--- config.mk ---
export PLATFORM = sky130hd
export DESIGN_NAME = ufm_stream_seq
export DESIGN_NICKNAME = d
export VERILOG_FILES = /design/src/rtl/ufm_stream_seq.sv
export SDC_FILE = /design/constraint.sdc
export NUM_CORES = 1
export LEC_CHECK = 0
export ABC_AREA = 1
export CAP_MARGIN = 0
export CORE_UTILIZATION = 45
export CTS_CLUSTER_SIZE = 40
export DETAILED_ROUTE_END_ITERATION = 7
export DONT_BUFFER_PORTS = 1
export GPL_ROUTABILITY_DRIVEN = 0
export PLACE_DENSITY = 0.6
export SLEW_MARGIN = 20
export SYNTH_ARGS = -nofsm -noshare
export SYNTH_HDL_FRONTEND = slang
export SYNTH_SLANG_ARGS = --single-unit
--- constraint.sdc ---
create_clock -name clk -period 4.8 [get_ports clk]
set_input_delay 0.96 -clock clk [delete_from_list [all_inputs] [get_ports clk]]
set_output_delay 0.96 -clock clk [all_outputs]
set_load 0.01 [all_outputs]
--- src/rtl/ufm_stream_seq.sv ---
// Multi-region UFM dump sequencer: fetches pages through the reader, buffers 16 bytes,
// and streams only the in-range bytes on a valid/ready byte interface.
module ufm_stream_seq #(
  parameter int                         NUM_REGIONS  = 2,
  parameter logic [NUM_REGIONS*15-1:0]  REGION_START = {15'd32672, 15'd32643},
  parameter logic [NUM_REGIONS*15-1:0]  REGION_END   = {15'd32735, 15'd32645},
  parameter bit                         REPEAT       = 1'b1,
  parameter int                         GAP_CYCLES   = 12090000,
  parameter int                         GAP_W        = 32
) (
  input  logic        clk,
  input  logic        rst_n,
  input  logic        go,
  input  logic        abort,
  output logic        rd_start,
  output logic [10:0] rd_page,
  input  logic        rd_ready,
  input  logic [7:0]  rd_data,
  input  logic        rd_data_stb,
  output logic [7:0]  out_data,
  output logic        out_valid,
  input  logic        out_ready,
  output logic        busy,
  output logic        done,
  output logic [2:0]  cur_region,
  output logic [14:0] cur_addr
);

  typedef enum logic [2:0] {S_IDLE, S_FETCH, S_FILL, S_DRAIN, S_GAP} state_e;

  localparam logic [GAP_W-1:0] GAP_LAST = (GAP_CYCLES == 0) ? '0 : GAP_W'(GAP_CYCLES - 1);

  state_e            state_q, state_d;
  logic [2:0]        region_q, region_d;
  logic [10:0]       page_q, page_d;
  logic              first_q, first_d;
  logic [3:0]        fidx_q, fidx_d;
  logic [3:0]        bidx_q, bidx_d;
  logic              out_valid_q, out_valid_d;
  logic              rd_start_q, rd_start_d;
  logic              done_q, done_d;
  logic [GAP_W-1:0]  gap_q, gap_d;
  logic [7:0]        buf_q [16];

  logic [3:0]  start_lo;
  logic [14:0] cur_end;
  logic        last_page;
  logic [3:0]  lo, hi;
  logic [3:0]  search_base;
  logic        nxt_found;
  logic [2:0]  nxt_region;
  logic [10:0] nxt_page;
  logic        enter, end_pass, xfer;

  always_ff @(posedge clk or negedge rst_n) begin
    if (!rst_n) begin
      state_q     <= S_IDLE;
      region_q    <= '0;
      page_q      <= '0;
      first_q     <= 1'b0;
      fidx_q      <= '0;
      bidx_q      <= '0;
      out_valid_q <= 1'b0;
      rd_start_q  <= 1'b0;
      done_q      <= 1'b0;
      gap_q       <= '0;
    end else begin
      state_q     <= state_d;
      region_q    <= region_d;
      page_q      <= page_d;
      first_q     <= first_d;
      fidx_q      <= fidx_d;
      bidx_q      <= bidx_d;
      out_valid_q <= out_valid_d;
      rd_start_q  <= rd_start_d;
      done_q      <= done_d;
      gap_q       <= gap_d;
    end
  end

  always_ff @(posedge clk) begin
    if (state_q == S_FILL && rd_data_stb) buf_q[fidx_q] <= rd_data;
  end

  // Byte window of the page currently held in the buffer.
  always_comb begin
    start_lo = '0;
    cur_end  = '0;
    for (int i = 0; i < NUM_REGIONS; i++) begin
      if (region_q == 3'(i)) begin
        start_lo = REGION_START[15*i +: 4];
        cur_end  = REGION_END[15*i +: 15];
      end
    end
    last_page = (page_q == cur_end[14:4]);
    lo = first_q ? start_lo : 4'd0;
    hi = last_page ? cur_end[3:0] : 4'hf;
  end

  // Next non-empty region: from 0 at pass start, else after the current one.
  always_comb begin
    search_base = (state_q == S_DRAIN) ? ({1'b0, region_q} + 4'd1) : 4'd0;
    nxt_found   = 1'b0;
    nxt_region  = '0;
    nxt_page    = '0;
    for (int i = 0; i < NUM_REGIONS; i++) begin
      if (!nxt_found && 4'(i) >= search_base &&
          REGION_END[15*i +: 15] >= REGION_START[15*i +: 15]) begin
        nxt_found  = 1'b1;
        nxt_region = 3'(i);
        nxt_page   = REGION_START[15*i+4 +: 11];
      end
    end
  end

  always_comb begin
    state_d     = state_q;
    region_d    = region_q;
    page_d      = page_q;
    first_d     = first_q;
    fidx_d      = fidx_q;
    bidx_d      = bidx_q;
    out_valid_d = out_valid_q;
    rd_start_d  = 1'b0;
    done_d      = 1'b0;
    gap_d       = gap_q;
    enter       = 1'b0;
    end_pass    = 1'b0;
    xfer        = out_valid_q && out_ready;

    case (state_q)
      S_IDLE:  if (go && !abort) enter = 1'b1;
      S_FETCH: if (rd_ready) begin
        rd_start_d = 1'b1;
        fidx_d     = '0;
        state_d    = S_FILL;
      end
      S_FILL:  if (rd_data_stb) begin
        fidx_d = fidx_q + 4'd1;
        if (fidx_q == 4'hf) begin
          state_d = S_DRAIN;
          bidx_d  = lo;
        end
      end
      S_DRAIN: begin
        if (!out_valid_q) begin
          out_valid_d = 1'b1;
        end else if (xfer) begin
          if (bidx_q == hi) begin
            out_valid_d = 1'b0;
            if (!last_page) begin
              page_d  = page_q + 11'd1;
              first_d = 1'b0;
              state_d = S_FETCH;
            end else begin
              enter = 1'b1;
            end
          end else begin
            bidx_d = bidx_q + 4'd1;
          end
        end
      end
      S_GAP:   if (gap_q == GAP_LAST) enter = 1'b1;
               else gap_d = gap_q + 1'b1;
      default: state_d = S_IDLE;
    endcase

    if (enter) begin
      if (nxt_found) begin
        region_d = nxt_region;
        page_d   = nxt_page;
        first_d  = 1'b1;
        state_d  = S_FETCH;
      end else begin
        end_pass = 1'b1;
      end
    end

    if (end_pass) begin
      if (REPEAT) begin
        state_d = S_GAP;
        gap_d   = '0;
      end else begin
        state_d = S_IDLE;
        done_d  = 1'b1;
      end
    end

    // Abort wins over everything; a handshake in this cycle has already completed.
    if (abort && state_q != S_IDLE) begin
      state_d     = S_IDLE;
      out_valid_d = 1'b0;
      rd_start_d  = 1'b0;
      done_d      = 1'b1;
    end
  end

  always_comb begin
    busy       = (state_q != S_IDLE);
    out_valid  = out_valid_q;
    out_data   = out_valid_q ? buf_q[bidx_q] : 8'd0;
    cur_addr   = out_valid_q ? {page_q, bidx_q} : 15'd0;
    rd_start   = rd_start_q;
    rd_page    = page_q;
    done       = done_q;
    cur_region = region_q;
  end

endmodule
# Word level (Yosys, flattened, before mapping)
# Memories as Yosys holds them, arrays and structs flattened.
# Cells that the tools add are included.
[op_classes]
n_addsub = 5
order_cmp = 2
reduce_logical = 19
mux = 72
n_eq_ne = 16
[op_table]
columns = ["cell", "n"]
rows = [
  ["$mux W11", 9],
  ["$mux W32", 3],
  ["$mux W15", 3],
  ["$mux W4", 11],
  ["$mux W3", 11],
  ["$add A32 B1 Y32 const B", 1],
  ["$eq A32 B24 Y1 const B", 1],
  ["$mux W1", 29],
  ["$pmux W4 S2", 2],
  ["$ne A2 B2 Y1 const B", 6],
  ["$pmux W3 S4", 1],
  ["$add A11 B1 Y11 const B", 1],
  ["$eq A11 B11 Y1", 1],
  ["$add A4 B1 Y4 const B", 2],
  ["$ge A1 B4 Y1 const A", 2],
  ["$mux W8", 1],
  ["$reduce_bool A2 Y1", 4],
  ["$eq A3 B1 Y1 const B", 2],
  ["$eq A3 B2 Y1 const B", 2],
  ["$logic_not A3 Y1", 2],
  ["$reduce_and A6 Y1", 1],
  ["$logic_and A1 B1 Y1", 5],
  ["$add A3 B1 Y4 const B", 1],
  ["$eq A4 B4 Y1", 1],
  ["other kinds (10)", 12],
]
[totals]
ram_bits = 128
out_inout_bits = 41
word_cells = 125
in_bits = 15
register_bits = 61
mem_count = 1
[mem_list]
columns = ["name", "words", "width", "rd", "rd_ports_with_merged_regs", "wr", "line", "rtl"]
rows = [
  ["buf_q", 16, 8, 1, 0, 1, "43", "logic [7:0] buf_q [16];"],
]

# Longest topological paths before layout
# Gate-level depths: netlist (run 1).
[depth]
depth_word = 14
ltp_mapped = 13

# Worst setup path after synthesis (run 1)
# OpenSTA, ideal clock, no wires.
[synth_path]
path_kind = "reg2out"
from = "reg bidx_q[0]"
to = "out out_data[0]"
arrival_ns = 1.503
t_required_ns = 3.840
path_buffers = 3
slack_ns = 2.337
path_stages_with_launch = 9
cell_sequence = "dfrtp_1 buf_2 inv_1 buf_2 buf_2 nor2_1 o221ai_1 o211ai_1 a21oi_1"
[synth_between]
elab_chain_cells = 2
[synth_rtl]
columns = ["element", "line", "rtl"]
rows = [
  ["from (decl)", "38", "logic [3:0] bidx_q, bidx_d;"],
  ["from (signal assigned)", "73", "bidx_q <= bidx_d;"],
  ["$mem_v2 Z16 W8", "n/a", ""],
  ["$mux W8", "201", "out_data = out_valid_q ? buf_q[bidx_q] : 8'd0;"],
  ["to (decl)", "20", "output logic [7:0] out_data,"],
]
# Every way passes these cells.

# Worst setup path in the final report (run 1)
[layout_path]
from = "reg bidx_q[1]"
to = "out out_data[4]"
# The elaborated chain is that of the path after synthesis.

==> results.sh, run 1 <==
export IMPL_area_delta_synth_final_pct=8.24
export IMPL_top_level_ports=56
export IMPL_timing_critical_path_max_delay_family="compound AO/OA/AOI/OAI gates"
export IMPL_endpoint_kind="output pin"
export IMPL_power_sequential_fraction_pct=45.3
export IMPL_cap_violations=0
export IMPL_setup_worst_path_class="reg2out"
export IMPL_tightestPinTransition_ns=1.15
export IMPL_hold_class="in2async"
export IMPL_antenna_left=0
export IMPL_fillCellCount=1891
export IMPL_clkTransAtPathRegs_ns=0.07
export IMPL_required_ns=3.84
export IMPL_totalWireLength_mm=22.0
export IMPL_netlist_cell_type_count=37
export IMPL_setup_fix_buffers_added_after_clock_tree_synthesis=0
export IMPL_final_layout_size_suffix_gt1_share_pct=8.57
export IMPL_portBuffers=0
export IMPL_antenna_found_initial=0
export IMPL_cp_max_fo=19
export IMPL_pre_cts_ws_ns=1.80
export IMPL_slew_violations=0
export IMPL_yosysSeqAreaShare_pct=57.3
export IMPL_power_internal_mw=2.79
export IMPL_setup_viol=0
export IMPL_synth_largest_type_area_fraction_pct=41.4
export IMPL_synth_top_area_cell="sky130_fd_sc_hd__edfxtp_1"
export IMPL_worstPathBufferInverterCount=2
export IMPL_grt_pass1_vias=6236
export IMPL_synth_warning_count=0
export IMPL_timing_hold_violations_final=0
export IMPL_holdBufCountCts=0
export IMPL_rr_startpoint="gap_q[0]"
export IMPL_net_switching_fraction_of_the_power_pct=32.4
export IMPL_wl_per_cell_um=17.8
export IMPL_place_detailed_hpwl_mm=14.0
export IMPL_critical_path_cell_count=6
export IMPL_vertical_die_dimension_um=146
export IMPL_netlist_area_um2=9280
export IMPL_worst_endpoint_arrival_ns=2.53
export IMPL_nets=977
export IMPL_timing_critical_path_from_type="register"
export IMPL_clock_skew_ns=0.00787
export IMPL_power_net_switching_mw=1.33
export IMPL_synthTopCellsByArea="sky130_fd_sc_hd__edfxtp_1, sky130_fd_sc_hd__dfrtp_1, sky130_fd_sc_hd__nand2_1"
export IMPL_cts_sinks=187
export IMPL_dieArea_um2=21200
export IMPL_setup_tns_ns=0
export IMPL_syn_area_per_cell_um2=9.54
export IMPL_commonest_non_fill_non_tap_cell_in_the_layout="sky130_fd_sc_hd__nand2_1"
export IMPL_cts_htree_levels=4
export IMPL_clock_fmax_ghz=0.287
export IMPL_drt_drc_violations_left=0
export IMPL_combinationalPowerShare_pct=20.2
export IMPL_cts_root_buffer="sky130_fd_sc_hd__clkbuf_16"
export IMPL_power_frac_clock_pct=34.5
export IMPL_core_area_um2=20200
export IMPL_cts_resized=0
export IMPL_number_of_rows_in_the_core_area=52
export IMPL_sequence_of_cells_on_the_critical_path="inv_1, buf_4, o21ai_0, o221ai_1, o211ai_1, a21oi_1"
export IMPL_grt_overflow=0
export IMPL_rr_endpoint="gap_q[3]"
export IMPL_route_detailed_vias_per_inst=5.37
export IMPL_worst_ir_drop_vdd_uv=259
export IMPL_rsz_0062_raised_after_global_routing="false"
export IMPL_grt_first_pass_wirelength_mm=34.9
export IMPL_rr_worst_depth=10
export IMPL_final_clock_period_utilization_by_the_worst_path_pct=72.7
export IMPL_cts_buffers=17
export IMPL_grt_start_max_net_pins=69
export IMPL_globalRouteTotalUtil_pct=21.6
export IMPL_first_pass_iters=5
export IMPL_detailedRoute_firstIterationViolations=530
export IMPL_cellPowerDensity_nw_per_um2=410
export IMPL_endpoint="out_data[4]"
export IMPL_p_leak_nw=4.09
export IMPL_postSynthCellCount=973
export IMPL_period_minus_slack_ns=3.49
export IMPL_cts_buffer_depth=2
export IMPL_slowest_stage="sky130_fd_sc_hd__inv_1"
export IMPL_flop_and_latch_count_out_of_synthesis=187
export IMPL_layout_setup_ws_ns=1.31
export IMPL_slew_headroom_pct=22.9
export IMPL_dieWidth_um=146
export IMPL_crit_path_start="bidx_q[1]"
export IMPL_antenna_diode_count=0
export IMPL_routed_via_count=6644
export IMPL_clock_tree_from_tritoncts="done"
export IMPL_most_common_layout_cells="sky130_fd_sc_hd__nand2_1, sky130_fd_sc_hd__nor2_1, sky130_fd_sc_hd__edfxtp_1, sky130_fd_sc_hd__inv_1"
export IMPL_status="finished, final reports clean"
export IMPL_reg2reg_setup_slack_ns=2.13
export IMPL_clk_insertion_delay_late_ns=0.43
export IMPL_critical_path_max_stage_delay_ns=0.47
export IMPL_initial_core_util_pct=45.9
==> cell usage after synthesis, drive strengths merged <==
cell    number
o221ai      22
nand2      161
ha           7
a211oi       1
a21oi       13
clkbuf      19
o211ai      11
dfrtp       59
nand3       94
nor3        16
buf         26
xnor2        8
nor4         1
xor2        26
nand4       19
clkinv       5
edfxtp     128
nor2       158
o21bai       2
inv        107
conb         1
o21ai       78
o22ai       11
==> per-stage QoR <==
stage | total power, mW | hold slack (ns) | area (µm²) | util, % | std cells
after floorplan | 2.52 | 0.451 | 9280 | - | 974
after global placement | 2.73 | 0.465 | 9450 | 46.7 | 1206
after detailed placement | 2.74 | 0.468 | 9450 | 46.7 | 1206
after CTS | 4.15 | 0.200 | 10000 | 49.6 | 1238
after global routing | 4.31 | 0.197 | 10000 | 49.6 | 1238
final | 4.12 | 0.216 | 10000 | 49.6 | 1238
==> routing by layer <==
metal  up-vias  wire [µm]  global-route usage [%]
li1       3250          -                       -
met1      3207      10200                    30.0
met2       166      10400                    34.7
met3        21       1100                    3.98
met4         0        305                    6.11
met5         -          0                       0
==> registers in the layout, summed over array words and instances, names as in the netlist, 3 cells and up <==
name and count:
state_q 3, bidx_q 4, buf_q 128, fidx_q 4, gap_q 32, rd_page 11
==> worst min-delay path by stage <==
stage | slack (ns) | endpoint | cells after the start
finish | 0.22 | rd_page[9] | 0
global route | 0.20 | rd_page[9] | 0
CTS | 0.20 | rd_page[9] | 0
detailed placement | 0.47 | first_q | 2
global placement | 0.47 | first_q | 2
floorplan | 0.45 | first_q | 2
==> power by group through the flow <==
stage	clock network (mW)	registers (mW)	logic [mW]
after floorplan	0	1.87	0.653
after global placement	0	1.90	0.830
after detailed placement	0	1.90	0.836
after CTS	1.44	1.87	0.840
after global routing	1.50	1.87	0.944
final	1.42	1.87	0.834
==> area by class of cell <==
type / count / area (µm²) / share of cell area [%]
clock buffer: 17 / 425 / 4.24
clock inverter: 15 / 171 / 1.71
inverter: 112 / 420 / 4.19
multi-input combinational: 630 / 3300 / 32.9
sequential: 187 / 5320 / 53.0
tap: 270 / 338 / 3.36
timing repair buffer: 7 / 65.1 / 0.648
==> cells by family (layout without fill, tap and decap cells) <==
| family | after synthesis | count (layout) | synth area share (%) |
|---|---|---|---|
| and+or+nand+nor | 449 | 449 | 22.4 |
| DFF | 187 | 187 | 57.3 |
| buffers and inverters | 157 | 151 | 7.15 |
| AOI/OAI and AO/OA | 138 | 138 | 8.98 |
| xor gates and xnor gates | 34 | 34 | 3.21 |
| adders and majority gates | 7 | 7 | 0.944 |
| other | 1 | 2 | 0.0404 |
(Power assumes the default switching activity.)
==> inputs of run 2 (changes only) <==
--- a/config.mk
+++ b/config.mk
@@ -12,7 +12,7 @@
 export DETAILED_ROUTE_END_ITERATION = 7
 export DONT_BUFFER_PORTS = 1
 export GPL_ROUTABILITY_DRIVEN = 0
-export PLACE_DENSITY = 0.6
+export PLACE_DENSITY = 0.62
 export SLEW_MARGIN = 20
 export SYNTH_ARGS = -nofsm -noshare
 export SYNTH_HDL_FRONTEND = slang
==> constraint.sdc (replaced) <==
create_clock -name clk -period 3 [get_ports clk]
set_input_delay 0.6 -clock clk [delete_from_list [all_inputs] [get_ports clk]]
set_output_delay 0.6 -clock clk [all_outputs]
set_load 0.01 [all_outputs]
==> run 2 against run 1 <==
Against the previous run: sequential share of layout area decreased by 0.99 points; clock power increased by 58%; cell area increased by 1.9%; critical endpoint is now out_data[5]; largest cell class unchanged; largest power group unchanged; highest routed layer unchanged.
==> results.sh, run 2 (synthesized netlist as in run 1, its figures left out) <==
export IMPL_clock_fmax_ghz=0.364
export IMPL_period_minus_slack_ns=2.75
export IMPL_initial_core_util_pct=45.9
export IMPL_route_detailed_vias_per_inst=5.40
export IMPL_timing_critical_path_max_delay_family="compound AO/OA/AOI/OAI gates"
export IMPL_most_common_layout_cells="sky130_fd_sc_hd__nand2_1, sky130_fd_sc_hd__nor2_1, sky130_fd_sc_hd__edfxtp_1, sky130_fd_sc_hd__inv_1"
export IMPL_worst_ir_drop_vdd_uv=461
export IMPL_pre_cts_ws_ns=0.742
export IMPL_worst_endpoint_arrival_ns=2.15
export IMPL_clkTransAtPathRegs_ns=0.08
export IMPL_cts_htree_levels=4
export IMPL_commonest_non_fill_non_tap_cell_in_the_layout="sky130_fd_sc_hd__nand2_1"
export IMPL_wl_per_cell_um=17.2
export IMPL_antenna_left=0
export IMPL_holdBufCountCts=1
export IMPL_numPlacedInstances=1230
export IMPL_timing_hold_violations_final=0
export IMPL_hold_class="in2async"
export IMPL_dieWidth_um=146
export IMPL_globalRouteTotalUtil_pct=21.3
export IMPL_cts_resized=0
export IMPL_first_pass_iters=5
export IMPL_worstPathBufferInverterCount=3
export IMPL_p_leak_nw=4.22
export IMPL_grt_overflow=0
export IMPL_top_level_ports=56
export IMPL_core_area_um2=20200
export IMPL_cts_root_buffer="sky130_fd_sc_hd__clkbuf_16"
export IMPL_setup_viol=0
export IMPL_area_delta_synth_final_pct=10.3
export IMPL_nets=1002
export IMPL_portBuffers=0
export IMPL_slew_violations=0
export IMPL_max_flop_register="buf_q"
export IMPL_number_of_rows_in_the_core_area=52
export IMPL_cap_violations=0
export IMPL_clk_insertion_delay_late_ns=0.44
export IMPL_clock_skew_ns=0.0133
export IMPL_sequence_of_cells_on_the_critical_path="inv_2, buf_4, nor2_1, o221ai_1, o211ai_1, a21oi_1, buf_4"
export IMPL_slowest_stage="sky130_fd_sc_hd__dfrtp_2"
export IMPL_grt_met2_usage_pct=35.3
export IMPL_layout_setup_ws_ns=0.253
export IMPL_grt_first_pass_wirelength_mm=35.3
export IMPL_detailedRoute_firstIterationViolations=506
export IMPL_final_layout_size_suffix_gt1_share_pct=10.7
export IMPL_largest_register_ff_count=128
export IMPL_cellPowerDensity_nw_per_um2=654
export IMPL_place_detailed_hpwl_mm=14.4
export IMPL_endpoint_kind="output pin"
export IMPL_setup_tns_ns=0
export IMPL_tightestPinTransition_ns=0.809
export IMPL_grt_start_max_net_pins=62
export IMPL_busiest_layer="met2"
export IMPL_dieArea_um2=21200
export IMPL_antenna_diode_count=0
export IMPL_post_route_util_pct=50.6
export IMPL_gr_usage_met3_pct=3.92
export IMPL_antenna_found_initial=0
export IMPL_fillCellCount=1829
export IMPL_worst_path_most_repeated_cell="sky130_fd_sc_hd__buf_4"
export IMPL_grt_pass1_vias=6609
export IMPL_setup_worst_path_class="reg2out"
export IMPL_vertical_die_dimension_um=146
export IMPL_clock_tree_from_tritoncts="done"
export IMPL_cts_sinks=187
export IMPL_timing_critical_path_from_type="register"
export IMPL_routed_via_count=6817
export IMPL_cts_buffer_depth=2
export IMPL_setup_fix_buffers_added_after_clock_tree_synthesis=0
export IMPL_rsz_0062_raised_after_global_routing="false"
export IMPL_totalWireLength_mm=21.7
export IMPL_status="finished, final reports clean"
export IMPL_slew_headroom_pct=45.8
export IMPL_grt_use_met1_pct=28.8
export IMPL_cp_max_fo=38
export IMPL_critical_path_max_stage_delay_ns=0.43
export IMPL_final_clock_period_utilization_by_the_worst_path_pct=91.6
export IMPL_cts_buffers=17
export IMPL_required_ns=2.40
export IMPL_post_layout_nonfiller_instances=1263
export IMPL_drt_drc_violations_left=0
==> run 2: worst paths after layout <==
| path | start | endpoint | slack (ns) | cells past startpoint |
|---|---|---|---|---|
| max reg2reg | state_q[2] | buf_q[6][4] | 0.79 | 5 |
| min reg2reg | first_q | first_q | 0.53 | 2 |
| min | rst_n | rd_page[6] | 0.02 | 1 |
| max in group asynchronous | rst_n | bidx_q[0] | 2.69 | 1 |
| max | bidx_q[0] | out_data[5] | 0.25 | 7 |
| min in group clk | rd_data[5] | buf_q[4][5] | 0.25 | 0 |
==> run 2: per-layer routing <==
metal | part of all wire, % | up-vias
li1 | - | 3298
met1 | 45 | 3287
met2 | 49 | 208
met3 | 5.0 | 24
met4 | 1.4 | 0
met5 | 0 | -
==> run 2: final cells by class <==
type                            count  area, µm²  share of cell area, %
Clock buffer                       17        425                   4.16
Clock inverter                     15        170                   1.66
Sequential cell                   187       5320                   52.0
Inverter                          112        420                   4.11
Timing Repair Buffer               32        260                   2.54
Multi-Input combinational cell    630       3300                   32.2
Tap cell                          270        338                   3.30
==> run 2: stage by stage <==
stage	hold WS [ns]	power [mW]	area (µm²)
6_report	0.0213	6.70	10200
5_1_grt	0.0241	7.02	10200
4_1_cts	0.0293	6.73	10200
3_5_place_dp	0.305	4.47	9610
3_3_place_gp	0.306	4.45	9610
2_1_floorplan	0.304	4.03	9280
==> run 2: where the power goes <==
part,switching (mW),internal [mW]
registers,0.107,2.86
clock network,1.12,1.12
logic,1.02,0.466
==> inputs of run 3 (changes only) <==
--- a/config.mk
+++ b/config.mk
@@ -8,6 +8,7 @@
 export ABC_AREA = 1
 export CAP_MARGIN = 0
 export CORE_UTILIZATION = 45
+export CTS_CLUSTER_DIAMETER = 40
 export CTS_CLUSTER_SIZE = 40
 export DETAILED_ROUTE_END_ITERATION = 7
 export DONT_BUFFER_PORTS = 1
==> results of run 3 <==
Final layout, timing and power as in run 2 (identical DEF).
